[config.mk]
export PLATFORM = sky130hd
export DESIGN_NAME = nibble_unswap_rx
export DESIGN_NICKNAME = d
export VERILOG_FILES = /design/src/rtl/nibble_unswap_rx.sv
export SDC_FILE = /design/constraint.sdc
export NUM_CORES = 1
export LEC_CHECK = 0
export ABC_CLOCK_PERIOD_IN_PS = 2100
export CAP_MARGIN = 15
export CORE_UTILIZATION = 45
export CTS_BUF_LIST = sky130_fd_sc_hd__clkbuf_8
export CTS_CLUSTER_SIZE = 8
export DETAILED_ROUTE_END_ITERATION = 12
export DONT_BUFFER_PORTS = 1
export HOLD_SLACK_MARGIN = 0.05
export SYNTH_ARGS = -nofsm -noshare
export SYNTH_HDL_FRONTEND = slang
export SYNTH_SLANG_ARGS = --single-unit
export TNS_END_PERCENT = 50
[constraint.sdc]
create_clock -name clk -period 2.1 [get_ports clk]
set_input_delay 0.42 -clock clk [delete_from_list [all_inputs] [get_ports clk]]
set_output_delay 0.42 -clock clk [all_outputs]
set_load 0.02 [all_outputs]
[src/rtl/nibble_unswap_rx.sv]
// Reassembles bytes from a serial nibble stream (optionally undoing a nibble swap)
// and queues them in a small FIFO with valid/ready handshakes on both sides.
module nibble_unswap_rx #(
  parameter int SWAP  = 1,
  parameter int DEPTH = 2
) (
  input  logic       clk,
  input  logic       rst_n,
  input  logic       flush,
  input  logic [3:0] nib_in,
  input  logic       nib_valid,
  output logic       nib_ready,
  output logic [7:0] data_out,
  output logic       out_valid,
  input  logic       out_ready,
  output logic [7:0] byte_cnt,
  output logic       half_pend
);

  localparam int PTR_W = (DEPTH > 2) ? 2 : 1;
  localparam int CNT_W = PTR_W + 1;
  localparam logic [CNT_W-1:0] FULL = CNT_W'(DEPTH);

  typedef enum logic {LO_WAIT, HI_WAIT} state_t;

  state_t           state, state_next;
  logic [3:0]       first_nib, first_nib_next;
  logic [PTR_W-1:0] wr_ptr, rd_ptr;
  logic [CNT_W-1:0] count;
  logic [7:0]       mem [DEPTH];
  logic [7:0]       byte_asm;
  logic             nib_fire;
  logic             push;
  logic             pop;

  // Ready depends only on registered state, so the sender never sees a path from out_ready.
  assign nib_ready = !((state == HI_WAIT) && (count == FULL));
  assign nib_fire  = nib_valid && nib_ready;
  assign out_valid = (count != '0);
  assign pop       = out_valid && out_ready && !flush;
  assign half_pend = (state == HI_WAIT);
  assign data_out  = out_valid ? mem[rd_ptr] : 8'h00;

  generate
    if (SWAP != 0) begin : g_swap
      assign byte_asm = {nib_in, first_nib};
    end else begin : g_pass
      assign byte_asm = {first_nib, nib_in};
    end
  endgenerate

  always_comb begin
    state_next     = state;
    first_nib_next = first_nib;
    push           = 1'b0;
    if (flush) begin
      state_next = LO_WAIT;
    end else begin
      case (state)
        LO_WAIT: begin
          if (nib_fire) begin
            first_nib_next = nib_in;
            state_next     = HI_WAIT;
          end
        end
        HI_WAIT: begin
          if (nib_fire) begin
            push       = 1'b1;
            state_next = LO_WAIT;
          end
        end
        default: state_next = LO_WAIT;
      endcase
    end
  end

  always_ff @(posedge clk or negedge rst_n) begin
    if (!rst_n) begin
      state     <= LO_WAIT;
      first_nib <= 4'h0;
    end else begin
      state     <= state_next;
      first_nib <= first_nib_next;
    end
  end

  always_ff @(posedge clk or negedge rst_n) begin
    if (!rst_n) begin
      wr_ptr <= '0;
      rd_ptr <= '0;
      count  <= '0;
    end else if (flush) begin
      wr_ptr <= '0;
      rd_ptr <= '0;
      count  <= '0;
    end else begin
      if (push) wr_ptr <= wr_ptr + PTR_W'(1);
      if (pop)  rd_ptr <= rd_ptr + PTR_W'(1);
      case ({push, pop})
        2'b10:   count <= count + CNT_W'(1);
        2'b01:   count <= count - CNT_W'(1);
        default: count <= count;
      endcase
    end
  end

  // Storage is not reset; out_valid masks any entry that was never written.
  always_ff @(posedge clk) begin
    if (push) mem[wr_ptr] <= byte_asm;
  end

  always_ff @(posedge clk or negedge rst_n) begin
    if (!rst_n) begin
      byte_cnt <= 8'h00;
    end else if (pop) begin
      byte_cnt <= byte_cnt + 8'h01;
    end
  end

endmodule

# After elaboration in Yosys (flattened, before gate mapping)
# Memory sizes are Yosys's and may differ from the RTL's.
# Cells that the tools add are included.
[word_totals] ram_bits=16 romBits=0 latch_bits=0 mem_count=1 wordCells=43 regBits=17
[classes] bitwise_logic=2 div=0 mux=15 n_mul=0 n_reduce_logical=11 n_shift=0 n_eq_ne=3 addsub=5 n_lt_le_gt_ge=0
[mem_list] name="mem" words=2 word_bits=8 rd=1 rd_clocked_by_memory_dff=0 write_ports=1 line_no="30" text="logic [7:0] mem [DEPTH];"
[op_table] operator="2-to-1 mux 1 bit" n=11
[op_table] operator="adder 8 x 1 -> 8 bit, second input constant" n=1
[op_table] operator="2-to-1 mux 8 bit" n=1
[op_table] operator="nonzero test 2 bit" n=3
[op_table] operator="== test 2 bit, second input constant" n=2
[op_table] operator="logical AND 1 bit" n=4
[op_table] operator="one-hot mux 2 bit (2 select lines)" n=1
[op_table] operator="AND reduction 3 bit" n=1
[op_table] operator="nonzero test 3 bit" n=1
[op_table] operator="adder 1 bit, second input constant" n=2
[op_table] operator="adder 2 x 1 -> 2 bit, second input constant" n=1
[op_table] operator="== test 2 x 1 -> 1 bit, second input constant" n=1
[op_table] operator="logical NOT 1 bit" n=2
[op_table] operator="2-to-1 mux 2 bit" n=1
[op_table] operator="inverter 1 bit" n=2
[op_table] operator="one-hot mux 1 bit (2 select lines)" n=1
[op_table] operator="subtractor 2 x 1 -> 2 bit, second input constant" n=1

# Longest topological paths before layout
# Gate-level depths: netlist of the first run.
[logic_depth] word_depth=10 ltp_mapped=6 depth_no_buf=6

# Worst setup path before layout of the first run
# OpenSTA, ideal clock, no wires.
[synth_path] path_type="flip-flop to flip-flop" startpoint="register count[1]" endpoint="memory mem[0][0] (enable)" n_path_buf=0 path_stages_with_launch=6 synth_period_minus_slack_ns=2.222 arrival_ns=1.837 slack_ns=-0.122 path_cell_list="dfrtp_1 nor2b_1 nand2_1 and2_1 ha_1 nor3b_1"
[synth_between] elab_chain_cells=9
[synth_lines] item="start, declared" line_no="29" text="logic [CNT_W-1:0] count;"
[synth_lines] item="start signal, assigned" line_no="100" text="2'b10: count <= count + CNT_W'(1);"
[synth_lines] item="start signal, assigned" line_no="101" text="2'b01: count <= count - CNT_W'(1);"
[synth_lines] item="start signal, assigned" line_no="102" text="default: count <= count;"
[synth_lines] item="== test 2 bit" line_no="37" text="assign nib_ready = !((state == HI_WAIT) && (count == FULL));"
[synth_lines] item="logical AND 1 bit" line_no="37"
[synth_lines] item="logical NOT 1 bit" line_no="37"
[synth_lines] item="via nib_ready" line_no="12" text="output logic nib_ready,"
[synth_lines] item="logical AND 1 bit" line_no="38" text="assign nib_fire = nib_valid && nib_ready;"
[synth_lines] item="2-to-1 mux 1 bit" line_no="67" text="if (nib_fire) begin"
[synth_lines] item="2-to-1 mux 1 bit" line_no="59" text="case (state)"
[synth_lines] item="2-to-1 mux 1 bit" line_no="56" text="if (flush) begin"
[synth_lines] item="2-to-1 mux 1 bit" line_no="109" text="if (push) mem[wr_ptr] <= byte_asm;"
[synth_lines] item="2-to-1 mux 1 bit (not written as such)" line_no="109"
[synth_lines] item="end, declared" line_no="30"
# The timed path passes the listed nets, and every way through them passes these cells.

# Worst setup path after layout of the first run
[layout_path] startpoint="register count[1]" endpoint="memory mem[1][2] (enable)"
[layout_between] elab_chain_cells=9
[layout_lines] item="== test 2 bit" line_no="37"
[layout_lines] item="logical AND 1 bit" line_no="37"
[layout_lines] item="logical NOT 1 bit" line_no="37"
[layout_lines] item="logical AND 1 bit" line_no="38"
[layout_lines] item="2-to-1 mux 1 bit" line_no="67"
[layout_lines] item="2-to-1 mux 1 bit" line_no="59"
[layout_lines] item="2-to-1 mux 1 bit" line_no="56"
[layout_lines] item="2-to-1 mux 1 bit" line_no="109"
[layout_lines] item="2-to-1 mux 1 bit (not written as such)" line_no="109"
# Every way passes these cells.

==> results_tabular.tex, run 1 <==
\begin{tabular}{lr}
\hline
Metric & Value \\
\hline
\multicolumn{2}{l}{\textbf{Run status}} \\
\quad Status & finished, violations left \\
\quad Violated checks & DRC \\
\multicolumn{2}{l}{\textbf{Clocking}} \\
\quad Library cell used as clock root buffer & clkbuf\_8 \\
\quad Clock sink total & 33 \\
\quad Clock latency on the worst-skew pair & 0.28 ns \\
\quad Clock tree from TritonCTS & built \\
\quad Maximum root-to-sink buffer count & 2 \\
\quad Clock H-tree levels & 2 \\
\quad Cts bufs inserted & 5 \\
\quad Clock-pin slew on the worst setup and hold paths & 0.06 ns \\
\quad Post-cts resize count & 0 \\
\multicolumn{2}{l}{\textbf{Pwr}} \\
\quad Clock power share & 32.1\% \\
\quad Internal power contribution & 1.01 mW \\
\quad Logic gate share of total power & 8.2\% \\
\quad Switching Share & 24.7\% \\
\quad Leakage & around 0.6 nW \\
\quad Net Sw Power & 331 uW \\
\quad Total Power & around 1.3 mW \\
\quad Flop pwr share & 59.7\% \\
\quad Maximum VDD drop & 420 uV \\
\quad Pwr per Cell Area & 868 nW/um\^{}2 \\
\multicolumn{2}{l}{\textbf{Critical path}} \\
\quad CP Capture Type & flip-flop \\
\quad Crit path kind & reg2reg \\
\quad Crit-path slowest cell & dfrtp\_1 \\
\quad Worst reg2reg path depth & 5 \\
\quad R2r setup slk & approximately 0.24 ns \\
\quad FF-to-FF Start & count[1]\$\_DFFE\_PN0P\_ \\
\quad RR Endpoint & mem[1][2]\$\_DFFE\_PP\_ \\
\quad Last element of the critical path & mem[1][2]\$\_DFFE\_PP\_ \\
\quad Series of cell instances along the critical path & nor2b\_1, nand2\_1, and2\_1, ha\_1, and3b\_1 \\
\quad Crit path largest cell delay & 0.43 ns \\
\quad Required time of the worst setup path & 2.04 ns \\
\quad Startpoint class of the critical path & flip-flop \\
\quad Worst-path maximum fanout & 8 \\
\quad Arr. time, crit path & 1.80 ns \\
\quad Worst setup path startpoint & count[1]\$\_DFFE\_PN0P\_ \\
\multicolumn{2}{l}{\textbf{Synth}} \\
\quad Sequential element share of the synthesized area & 65.1\% \\
\quad Adder-Cell Fraction of Synth Area & approximately 1.8\% \\
\quad Dominant cell by count in the synthesized netlist & dfrtp\_1 \\
\quad Count of synthesis-stage warnings from yosys & 0 \\
\quad Share of cell area taken by muxes after synthesis & 10.5\% \\
\quad EDFF count, synth & 16 \\
\quad Mean Syn Cell Area & roughly 14 sq um \\
\quad Cell taking the most area after synthesis & edfxtp\_1 \\
\quad Post-Syn Instances & approximately 100 \\
\quad Post-Synth XOR/XNOR Area & 6.29\% \\
\quad Primary flip-flop cell chosen by synthesis mapping & dfrtp\_1 \\
\quad Top cell type's share of synthesized area & 34.5\% \\
\quad Synthesized area & between 1000 and 1500 sq um \\
\quad Synth Area in Compound Gates & 2.43\% \\
\quad Share of synthesized registers carrying an async set or reset & between 50\% and 60\% \\
\quad Synth top cells by count & dfrtp\_1 (17), edfxtp\_1 (16), nor2\_1 (12) \\
\quad Dominant combinational cell family by area after synthesis & simple AND/OR/NAND/NOR gates \\
\quad Total nets after synthesis & approximately 110 \\
\quad Leading post-synthesis cells by cell area & edfxtp\_1 (35\%), dfrtp\_1 (31\%), mux2i\_1 (6.5\%), xnor2\_1 (4.4\%), mux2\_2 (4.0\%) \\
\quad Simple-gate area share of the yosys netlist & between 10\% and 20\% \\
\quad Synth Register Bits & 33 \\
\quad Netlist cell types & 24 \\
\multicolumn{2}{l}{\textbf{Global routing}} \\
\quad Remaining global-route overflow & 0 \\
\quad Met1 track demand over resource & 18.1\% \\
\quad Vias in the first global route & 749 \\
\quad Number of antenna violations at the first check in global routing & 0 \\
\quad Maximum number of pins on one net before global-route repair & 18 \\
\quad Global Route Usage Sum & between 10\% and 20\% \\
\quad Met2 global-route usage & 24.3\% \\
\quad Layer carrying the most global-route usage & met2 \\
\quad Met3 track utilization from global routing & 6.35\% \\
\quad Wire length of the first global-routing pass & about 3600 um \\
\multicolumn{2}{l}{\textbf{Route}} \\
\quad Wire length reported by the detailed router & $\sim$2100 um \\
\quad Routed via count & 758 \\
\quad Number of nets with antenna violations after routing & 0 \\
\quad Detailed router's first-iteration violation count & 9 \\
\quad Wirelength per Cell & 15.0 um \\
\quad Residual DRC count & 1 \\
\quad Via density & 5.41 \\
\quad Number of optimization iterations in the first detailed-route pass & 8 \\
\multicolumn{2}{l}{\textbf{Timing}} \\
\quad Number of setup violations in the final report & 0 \\
\quad Final-report hold violation count & 0 \\
\quad Worst-case clock skew & 0.00500 ns \\
\quad Measured slew at the worst slew-check pin & 0.772 ns \\
\quad Max-slew headroom at the worst pin & between 40\% and 50\% \\
\quad Setup TNS after final layout & 0 ns \\
\quad Count of final max-slew check failures & 0 \\
\quad Post-route fraction of the period consumed by the critical path & 88.5\% \\
\quad Unrepaired setup endpoints after global routing & no \\
\quad Shortest clock period the worst path allows after layout & 1.86 ns \\
\quad Max frequency & 538 MHz \\
\quad Worst hold slack & 0.202 ns \\
\multicolumn{2}{l}{\textbf{Finish}} \\
\quad Antenna Diode Count & 0 \\
\quad Net count of the finished layout & 119 \\
\quad Multi-input combinational cell area & between 400 and 500 sq um \\
\quad Number of filler instances in the final layout & 243 \\
\quad FF/Latch Area & around 910 sq um \\
\quad Layout overhead on the synthesized area & 11.2\% \\
\quad Fraction of layout cells with a size suffix above 1 & between 15 and 20\% \\
\multicolumn{2}{l}{\textbf{Die}} \\
\quad CORE AREA & 2850 sq um \\
\quad Starting utilization of the core area & 48.8\% \\
\quad DIE AREA & 3320 sq um \\
\quad Die Wd & 57.6 um \\
\quad Die height & 57.6 um \\
\quad Standard-cell rows & 19 \\
\quad Number of ports placed on the die boundary & 28 \\
\multicolumn{2}{l}{\textbf{Run}} \\
\quad Max Cap Violations & 0 \\
\multicolumn{2}{l}{\textbf{Min path}} \\
\quad Type of the worst min-delay path & in2reg \\
\multicolumn{2}{l}{\textbf{Placement}} \\
\quad Count of buffers from port buffering & 0 \\
\quad Placer's final routability congestion estimate & 0.695 \\
\hline
\end{tabular}
==> logic make-up (layout without fill, tap and decap cells) <==
family / count (synthesis) / in the layout
compound gates: 4 / 4
buf+inv: 5 / 16
flops: 33 / 33
mux: 14 / 14
simple gates: 30 / 30
fa+ha+maj: 2 / 2
xor+xnor: 10 / 10
==> repair_timing <==
action                                 CTS  global route
hold buffers                             1             0
endpoints found under the hold margin   17             0
setup buffers                            0             0
setup endpoints to repair                0             0
==> flip-flops by register name (all words and copies together) (netlist names) <==
name,flops
first_nib,4
half_pend,1
byte_cnt,8
wr_ptr,1
count,2
rd_ptr,1
mem,16
==> layout by cell type (no fill, tap or decap), types with 2 or more instances in the layout <==
cell,instances
dfrtp_1,17
edfxtp_1,16
nor2_1,12
mux2i_1,9
xnor2_1,7
mux2_2,5
inv_1,5
clkbuf_8,5
nand2_1,4
buf_4,4
xor2_1,3
and3_1,3
nand4_1,3
nor2b_1,2
ha_1,2
==> through the flow <==
stage | setup WS, ns | util, % | std cells | cell area, sq um
floorplan | 0.159 | - | 98 | 1400
global placement | 0.332 | 51.0 | 131 | 1460
detailed placement | 0.250 | 51.0 | 131 | 1460
CTS | 0.245 | 54.2 | 140 | 1550
global route | 0.103 | 54.2 | 140 | 1550
finish | 0.242 | 54.2 | 140 | 1550
==> worst min path at each step <==
stage,slack (ns),to,cells past startpoint,startpoint
2_1_floorplan,0.12,byte_cnt[0]$_DFFE_PN0P_,0,rst_n
3_3_place_gp,0.12,half_pend$_DFF_PN0_,0,rst_n
3_5_place_dp,0.12,half_pend$_DFF_PN0_,0,rst_n
4_1_cts,0.19,rd_ptr$_DFFE_PN0P_,1,flush
5_1_grt,0.18,rd_ptr$_DFFE_PN0P_,1,flush
6_report,0.20,rd_ptr$_DFFE_PN0P_,1,flush
==> power groups by stage <==
stage          Combinational, mW  Sequential, mW  Clock, mW
3_3_place_gp               0.102           0.815          0
6_report                   0.111           0.801      0.431
4_1_cts                    0.114           0.803      0.444
2_1_floorplan             0.0870           0.806          0
5_1_grt                    0.124           0.810      0.475
3_5_place_dp               0.104           0.815          0
==> critical path: cells and delay by family, from the launching register on <==
kind,cells,cell delay (ns)
flops,1,0.43
simple gates,4,0.82
fa+ha+maj,1,0.28
==> area by class of cell <==
cell class | instances | area share [%]
clock buffers | 5 | 4.45
repair buffers | 5 | 2.59
well taps | 31 | 2.51
inverters | 3 | 0.728
flip-flops and latches | 33 | 58.6
clock inverters | 3 | 0.809
multi-input cells | 60 | 30.3
==> layer usage <==
layer,routed length (um),share of wire (%)
met1,898,43
met2,1030,49
met3,139,6.6
met4,43,2.0
met5,0,0
(Power assumes the default switching activity.)
==> run 2: changes to the inputs <==
- ABC_AREA: not set -> 1
==> results_tabular.tex, run 2 <==
\begin{tabular}{lr}
\hline
Metric & Value \\
\hline
\multicolumn{2}{l}{\textbf{Critical path}} \\
\quad Worst reg2reg path depth & 9 (+4) \\
\quad Worst-path maximum fanout & 10 (+2) \\
\quad Required time of the worst setup path & 1.68 ns (-0.36 ns) \\
\quad Worst setup path startpoint & rd\_ptr\$\_DFFE\_PN0P\_ \\
\quad RR Endpoint & mem[1][4]\$\_DFFE\_PP\_ \\
\quad Last element of the critical path & data\_out[4] \\
\quad R2r setup slk & 0.44 ns (+0.20 ns) \\
\quad CP Capture Type & output port \\
\quad Startpoint class of the critical path & flip-flop \\
\quad Arr. time, crit path & 1.42 ns (-0.38 ns) \\
\quad Crit path kind & reg2out \\
\quad FF-to-FF Start & half\_pend\$\_DFF\_PN0\_ \\
\multicolumn{2}{l}{\textbf{Timing}} \\
\quad Number of setup violations in the final report & 0 (unchanged) \\
\quad Final-report hold violation count & 0 (unchanged) \\
\quad Unrepaired setup endpoints after global routing & no \\
\quad Shortest clock period the worst path allows after layout & 1.84 ns (-0.0223 ns) \\
\quad Worst-case clock skew & 0.00592 ns (+0.000914 ns) \\
\quad Measured slew at the worst slew-check pin & 0.774 ns (+0.00129 ns) \\
\quad Max frequency & 545 MHz (+1.2\%) \\
\quad Setup TNS after final layout & 0 ns (unchanged) \\
\quad Count of final max-slew check failures & 0 (unchanged) \\
\quad Post-route fraction of the period consumed by the critical path & 87.4\% (-1.1 points) \\
\quad Max-slew headroom at the worst pin & 48.3\% (-0.086 points) \\
\multicolumn{2}{l}{\textbf{Die}} \\
\quad Die Wd & 59.4 um (+3.2\%) \\
\quad Starting utilization of the core area & 47.8\% (-0.95 points) \\
\quad DIE AREA & 3530 sq um (+6.4\%) \\
\quad Die height & 59.4 um (+3.2\%) \\
\quad Number of ports placed on the die boundary & 28 (unchanged) \\
\quad CORE AREA & 3100 sq um (+8.8\%) \\
\quad Standard-cell rows & 20 (+1) \\
\multicolumn{2}{l}{\textbf{Clocking}} \\
\quad Clock tree from TritonCTS & built \\
\quad Clock H-tree levels & 2 (unchanged) \\
\quad Clock-pin slew on the worst setup and hold paths & 0.06 ns (about the same) \\
\quad Clock sink total & 33 (unchanged) \\
\quad Cts bufs inserted & 5 (unchanged) \\
\quad Maximum root-to-sink buffer count & 2 (unchanged) \\
\quad Post-cts resize count & 0 (unchanged) \\
\quad Library cell used as clock root buffer & clkbuf\_8 \\
\quad Clock latency on the worst-skew pair & 0.28 ns (about the same) \\
\multicolumn{2}{l}{\textbf{Finish}} \\
\quad Most common library cell in the layout ignoring fill and taps & nand2\_1 \\
\quad Most frequent cells in the layout & nand2\_1 (58), dfrtp\_1 (17), edfxtp\_1 (16), inv\_1 (15), nand3\_1 (10) \\
\quad Biggest regs & mem: 16 flops, byte\_cnt: 8 flops, first\_nib: 4 flops \\
\quad Multi-input combinational cell area & 505 sq um (+7.7\%) \\
\quad Filler-free cell count of the finished design & 211 (+51\%) \\
\quad Fraction of layout cells with a size suffix above 1 & 10.2\% (-8.2 points) \\
\quad Number of filler instances in the final layout & 306 (+26\%) \\
\quad Layout overhead on the synthesized area & 11.1\% (about the same) \\
\quad FF/Latch Area & 906 sq um (unchanged) \\
\quad Biggest register & mem \\
\quad Antenna Diode Count & 0 (unchanged) \\
\quad Net count of the finished layout & 177 (+49\%) \\
\quad Number of flip-flops under the largest register name & 16 (unchanged) \\
\multicolumn{2}{l}{\textbf{Route}} \\
\quad Wirelength per Cell & 12.5 um (-17\%) \\
\quad Number of optimization iterations in the first detailed-route pass & 4 (-4) \\
\quad Number of nets with antenna violations after routing & 0 (unchanged) \\
\quad Via density & 4.88 (-9.8\%) \\
\quad Routed via count & 1030 (+36\%) \\
\quad Detailed router's first-iteration violation count & 21 (+12) \\
\quad Residual DRC count & 0 (-1) \\
\quad Wire length reported by the detailed router & 2640 um (+25\%) \\
\multicolumn{2}{l}{\textbf{Synth}} \\
\quad Post-Syn Instances & 156 (+59\%) \\
\quad Mean Syn Cell Area & 9.51 sq um (-33\%) \\
\quad EDFF count, synth & 16 (unchanged) \\
\quad Leading post-synthesis cells by cell area & edfxtp\_1 (32\%), dfrtp\_1 (29\%), nand2\_1 (15\%), inv\_1 (3.5\%), nand3\_1 (3.4\%) \\
\quad Synthesized area & 1480 sq um (+6.7\%) \\
\quad Share of synthesized registers carrying an async set or reset & 51.5\% (unchanged) \\
\quad Cell taking the most area after synthesis & edfxtp\_1 \\
\quad Dominant cell by count in the synthesized netlist & nand2\_1 \\
\quad Total nets after synthesis & 167 (+53\%) \\
\quad Synth Register Bits & 33 (unchanged) \\
\quad Synth top cells by count & nand2\_1 (58), dfrtp\_1 (17), edfxtp\_1 (16) \\
\quad Netlist cell types & 20 (-17\%) \\
\quad Count of synthesis-stage warnings from yosys & 0 (unchanged) \\
\quad Sequential element share of the synthesized area & 61.0\% (-4.1 points) \\
\quad Primary flip-flop cell chosen by synthesis mapping & dfrtp\_1 \\
\quad Top cell type's share of synthesized area & 32.4\% (-2.2 points) \\
\multicolumn{2}{l}{\textbf{Pwr}} \\
\quad Flop pwr share & 53.0\% (-6.7 points) \\
\quad Maximum VDD drop & 588 uV (+40\%) \\
\quad Net Sw Power & 654 uW (+98\%) \\
\quad Leakage & 0.762 nW (+24\%) \\
\quad Switching Share & 37.0\% (+12 points) \\
\quad Clock power share & 24.5\% (-7.6 points) \\
\quad Pwr per Cell Area & 1070 nW/um\^{}2 (+23\%) \\
\quad Internal power contribution & 1.11 mW (+10\%) \\
\quad Logic gate share of total power & 22.5\% (+14 points) \\
\multicolumn{2}{l}{\textbf{Placement}} \\
\quad Final HPWL DP & 2000 um \\
\quad Count of buffers from port buffering & 0 (unchanged) \\
\quad Placer's final routability congestion estimate & 0.804 (+16\%) \\
\quad Number of cells in the design after placement & 202 (+54\%) \\
\multicolumn{2}{l}{\textbf{Global routing}} \\
\quad Vias in the first global route & 1012 (+35\%) \\
\quad Global Route Usage Sum & 17.2\% (+2.0 points) \\
\quad Remaining global-route overflow & 0 (unchanged) \\
\quad Wire length of the first global-routing pass & 4310 um (+20\%) \\
\quad Number of antenna violations at the first check in global routing & 0 (unchanged) \\
\quad Maximum number of pins on one net before global-route repair & 18 (unchanged) \\
\multicolumn{2}{l}{\textbf{Min path}} \\
\quad Type of the worst min-delay path & in2reg \\
\multicolumn{2}{l}{\textbf{Run}} \\
\quad Max Cap Violations & 0 (unchanged) \\
\multicolumn{2}{l}{\textbf{Run status}} \\
\quad Status & finished, final reports clean \\
\hline
\end{tabular}
==> run 2: cell count changes after synthesis, sizes merged, moves of 5 or more <==
cell   change
mux2i      -9
nand2     +55
nand3     +11
xnor2      -6
mux2       -5
inv       +14
a21oi      +8
==> run 2: power groups by stage <==
stage	clock (mW)	combinational [mW]	sequential, mW
after global routing	0.480	0.451	0.953
after global placement	0	0.376	0.947
after detailed placement	0	0.395	0.953
final	0.433	0.398	0.938
after floorplan	0	0.344	0.914
after CTS	0.448	0.403	0.941
==> run 2: worst min-delay path by stage <==
stage | startpoint | endpoint | slack, ns | depth (start not counted)
CTS | flush | half_pend$_DFF_PN0_ | 0.19 | 1
global placement | rst_n | byte_cnt[3]$_DFFE_PN0P_ | 0.12 | 0
detailed placement | rst_n | byte_cnt[5]$_DFFE_PN0P_ | 0.12 | 0
floorplan | rst_n | byte_cnt[0]$_DFFE_PN0P_ | 0.12 | 0
global route | flush | half_pend$_DFF_PN0_ | 0.18 | 1
finish | flush | half_pend$_DFF_PN0_ | 0.20 | 1
==> run 2: worst max-delay path: stages, from the launching register on <==
cell and delay, ns:
dfrtp_1 0.47, clkinv_1 0.20, nand2_1 0.08, a21oi_1 0.39
==> run 2: per-stage QoR <==
step           instance area, sq um  total power, mW  setup WS (ns)  util (%)  hold slack (ns)
2_1_floorplan                  1480             1.26          0.183         -            0.124
3_3_place_gp                   1560             1.32          0.478      50.2            0.125
3_5_place_dp                   1560             1.35          0.446      50.2            0.125
4_1_cts                        1650             1.79          0.228      53.1            0.192
5_1_grt                        1650             1.88          0.144      53.1            0.181
6_report                       1650             1.77          0.264      53.1            0.197
==> run 2: layer usage <==
metal	vias to the layer above	wire, um	global-route usage (%)	share of wire (%)
met5	-	0	0	0
met4	0	29	7.82	1.1
met3	4	165	6.99	6.2
met2	26	1290	29.7	49
met1	475	1160	18.3	44
li1	525	-	-	-
==> run 2: layout make-up <==
type / instances / area share (%)
tap: 44 / 3.34
timing repair buffer: 4 / 1.97
inverter: 18 / 4.10
clock inverter: 3 / 0.835
multi-input combinational: 104 / 30.7
clock buffer: 5 / 4.17
sequential: 33 / 54.9
==> run 2: kinds of logic (layout without fill, tap and decap cells) <==
kind of cell    Yosys count  after routing  synth area share [%]
flops                    33             33                  61.0
fa+ha+maj                 2              2                  1.69
buf+inv                  19             30                  4.89
compound gates           11             11                  3.71
xor+xnor                  4              4                  2.36
simple gates             87             87                  26.3
==> run 2: what timing repair did <==
item | in CTS | in global routing
hold buffers | 1 | 0
endpoints found under the hold margin | 17 | 0
setup buffers | 0 | 0
==> run 3: changes to the inputs <==
- CELL_PAD_IN_SITES_DETAIL_PLACEMENT: not set -> 1
- CELL_PAD_IN_SITES_GLOBAL_PLACEMENT: not set -> 2
- CORE_UTILIZATION: 45 -> 36
- PLACE_DENSITY_LB_ADDON: not set -> 0.1
==> results_tabular.tex, run 3 (synthesis gave the netlist of run 2 again) <==
\begin{tabular}{lr}
\hline
Metric & Value \\
\hline
\multicolumn{2}{l}{\textbf{Run status}} \\
\quad Status & finished, final reports clean \\
\multicolumn{2}{l}{\textbf{Die}} \\
\quad Starting utilization of the core area & 39.1\% (-8.8 points) \\
\quad Die height & 66.2 um (+11\%) \\
\quad Die Wd & 66.2 um (+11\%) \\
\quad Number of ports placed on the die boundary & 28 (unchanged) \\
\quad Standard-cell rows & 22 (+10\%) \\
\quad DIE AREA & 4380 sq um (+24\%) \\
\quad CORE AREA & 3800 sq um (+22\%) \\
\multicolumn{2}{l}{\textbf{Route}} \\
\quad Number of nets with antenna violations after routing & 0 (unchanged) \\
\quad Number of optimization iterations in the first detailed-route pass & 4 (unchanged) \\
\quad Routed via count & 1052 (+2.1\%) \\
\quad Wirelength per Cell & 14.3 um (+14\%) \\
\quad Wire length reported by the detailed router & 3070 um (+16\%) \\
\quad Residual DRC count & 0 (unchanged) \\
\quad Detailed router's first-iteration violation count & 13 (-38\%) \\
\quad Via density & 4.89 (+0.24\%) \\
\multicolumn{2}{l}{\textbf{Pwr}} \\
\quad Total Power & 1.78 mW (+0.86\%) \\
\quad Maximum VDD drop & 389 uV (-34\%) \\
\quad Pwr per Cell Area & 1080 nW/um\^{}2 (+0.56\%) \\
\quad Leakage & 0.762 nW (unchanged) \\
\multicolumn{2}{l}{\textbf{Critical path}} \\
\quad R2r setup slk & 0.40 ns (-0.04 ns) \\
\quad Arr. time, crit path & 1.42 ns (about the same) \\
\quad Worst reg2reg path depth & 9 (unchanged) \\
\quad Worst-path maximum fanout & 10 (unchanged) \\
\quad Series of cell instances along the critical path & clkinv\_1, nand2\_1, a21oi\_1 \\
\quad Startpoint class of the critical path & flip-flop \\
\quad Required time of the worst setup path & 1.68 ns (about the same) \\
\quad FF-to-FF Start & half\_pend\$\_DFF\_PN0\_ \\
\quad RR Endpoint & mem[1][2]\$\_DFFE\_PP\_ \\
\quad Crit path largest cell delay & 0.47 ns (about the same) \\
\quad Crit-path slowest cell & dfrtp\_1 \\
\quad CP Capture Type & output port \\
\quad Crit path kind & reg2out \\
\multicolumn{2}{l}{\textbf{Global routing}} \\
\quad Wire length of the first global-routing pass & 5150 um (+20\%) \\
\quad Remaining global-route overflow & 0 (unchanged) \\
\quad Global Route Usage Sum & 16.5\% (-0.75 points) \\
\quad Maximum number of pins on one net before global-route repair & 18 (unchanged) \\
\quad Vias in the first global route & 1079 (+6.6\%) \\
\quad Number of antenna violations at the first check in global routing & 0 (unchanged) \\
\multicolumn{2}{l}{\textbf{Clocking}} \\
\quad Clock tree from TritonCTS & built \\
\quad Clock sink total & 33 (unchanged) \\
\quad Post-cts resize count & 0 (unchanged) \\
\quad Library cell used as clock root buffer & clkbuf\_8 \\
\quad Cts bufs inserted & 5 (unchanged) \\
\quad Clock-pin slew on the worst setup and hold paths & 0.06 ns (about the same) \\
\quad Clock latency on the worst-skew pair & 0.28 ns (about the same) \\
\quad Maximum root-to-sink buffer count & 2 (unchanged) \\
\quad Clock H-tree levels & 2 (unchanged) \\
\multicolumn{2}{l}{\textbf{Timing}} \\
\quad Max frequency & 543 MHz (-0.26\%) \\
\quad Count of final max-slew check failures & 0 (unchanged) \\
\quad Measured slew at the worst slew-check pin & 0.843 ns (+0.0693 ns) \\
\quad Post-route fraction of the period consumed by the critical path & 87.7\% (+0.23 points) \\
\quad Worst-case clock skew & 0.00327 ns (-0.00265 ns) \\
\quad Unrepaired setup endpoints after global routing & no \\
\quad Final-report hold violation count & 0 (unchanged) \\
\quad Max-slew headroom at the worst pin & 43.6\% (-4.6 points) \\
\quad Setup TNS after final layout & 0 ns (unchanged) \\
\quad Shortest clock period the worst path allows after layout & 1.84 ns (+0.00480 ns) \\
\quad Number of setup violations in the final report & 0 (unchanged) \\
\multicolumn{2}{l}{\textbf{Finish}} \\
\quad Layout overhead on the synthesized area & 11.5\% \\
\quad Biggest register & mem \\
\quad Fraction of layout cells with a size suffix above 1 & 10.2\% (unchanged) \\
\quad Most frequent cells in the layout & nand2\_1 (58), dfrtp\_1 (17), edfxtp\_1 (16), inv\_1 (15), nand3\_1 (10) \\
\quad Antenna Diode Count & 0 (unchanged) \\
\quad Most common library cell in the layout ignoring fill and taps & nand2\_1 \\
\quad Net count of the finished layout & 177 (unchanged) \\
\quad Biggest regs & mem: 16 flops, byte\_cnt: 8 flops, first\_nib: 4 flops \\
\quad Number of filler instances in the final layout & 460 (+50\%) \\
\quad Number of flip-flops under the largest register name & 16 (unchanged) \\
\quad Filler-free cell count of the finished design & 215 (+1.9\%) \\
\multicolumn{2}{l}{\textbf{Min path}} \\
\quad Type of the worst min-delay path & in2reg \\
\quad Hold Startpoint & flush \\
\quad Worst hold path cell count & 1 (unchanged) \\
\quad Endpoint with the worst hold slack & half\_pend\$\_DFF\_PN0\_ \\
\multicolumn{2}{l}{\textbf{Placement}} \\
\quad Count of buffers from port buffering & 0 (unchanged) \\
\quad Placer's final routability congestion estimate & 0.750 (-6.7\%) \\
\quad Number of cells in the design after placement & 206 (+2.0\%) \\
\quad Final HPWL DP & 2360 um (+18\%) \\
\multicolumn{2}{l}{\textbf{Run}} \\
\quad Max Cap Violations & 0 (unchanged) \\
\hline
\end{tabular}
-- run 3: cell counts in the layout (fill, tap and decap cells not counted) --
No cell type changed its count.
-- run 3: critical path: cells and delay by family, from the launching register on --
family                 cells  cell delay [ns]
flip-flops                 1             0.47
AO/OA/AOI/OAI              1             0.38
AND/OR/NAND/NOR            1             0.09
buffers and inverters      1             0.20
-- run 3: repair_timing --
item,CTS,global route
endpoints found under the setup margin,0,0
hold buffers,1,0
endpoints found under the hold margin,17,0
buffers inserted,0,0
-- run 3: through the flow --
step                hold WS, ns  area, sq um  util [%]  setup slack (ns)
floorplan                 0.124         1480         -             0.183
global placement          0.125         1560      41.1             0.470
detailed placement        0.125         1560      41.1             0.396
CTS                       0.174         1650      43.5             0.225
global route              0.181         1650      43.5             0.135
finish                    0.193         1650      43.5             0.259
-- run 3: worst max path at each step --
stage / from / end / slack (ns)
final: rd_ptr$_DFFE_PN0P_ / data_out[0] / 0.26
after global routing: rd_ptr$_DFFE_PN0P_ / data_out[1] / 0.14
after CTS: rd_ptr$_DFFE_PN0P_ / data_out[0] / 0.22
after detailed placement: half_pend$_DFF_PN0_ / mem[1][4]$_DFFE_PP_ / 0.40
after global placement: half_pend$_DFF_PN0_ / mem[1][0]$_DFFE_PP_ / 0.47
after floorplan: half_pend$_DFF_PN0_ / mem[1][0]$_DFFE_PP_ / 0.18
-- run 3: layer usage --
metal | routed length (um) | global-route usage, % | share of wire, %
met3 | 176 | 6.38 | 5.7
met2 | 1520 | 27.9 | 50
met4 | 46 | 6.38 | 1.5
met1 | 1320 | 18.5 | 43
met5 | 0 | 0 | 0
-- run 3: cell type report --
| class | count | area (sq um) | share of cell area (%) |
|---|---|---|---|
| clock buffer | 5 | 68.8 | 4.16 |
| clock inverter | 3 | 13.8 | 0.832 |
| inverter | 18 | 67.6 | 4.08 |
| multi-input combinational | 104 | 505 | 30.6 |
| sequential | 33 | 906 | 54.8 |
| tap | 48 | 60.1 | 3.63 |
| timing repair buffer | 4 | 32.5 | 1.97 |
-- run 3: power breakdown --
part / total [mW] / switching [mW] / internal (mW)
Sequential: 0.939 / 0.164 / 0.775
Combinational: 0.398 / 0.284 / 0.115
Clock: 0.446 / 0.222 / 0.224
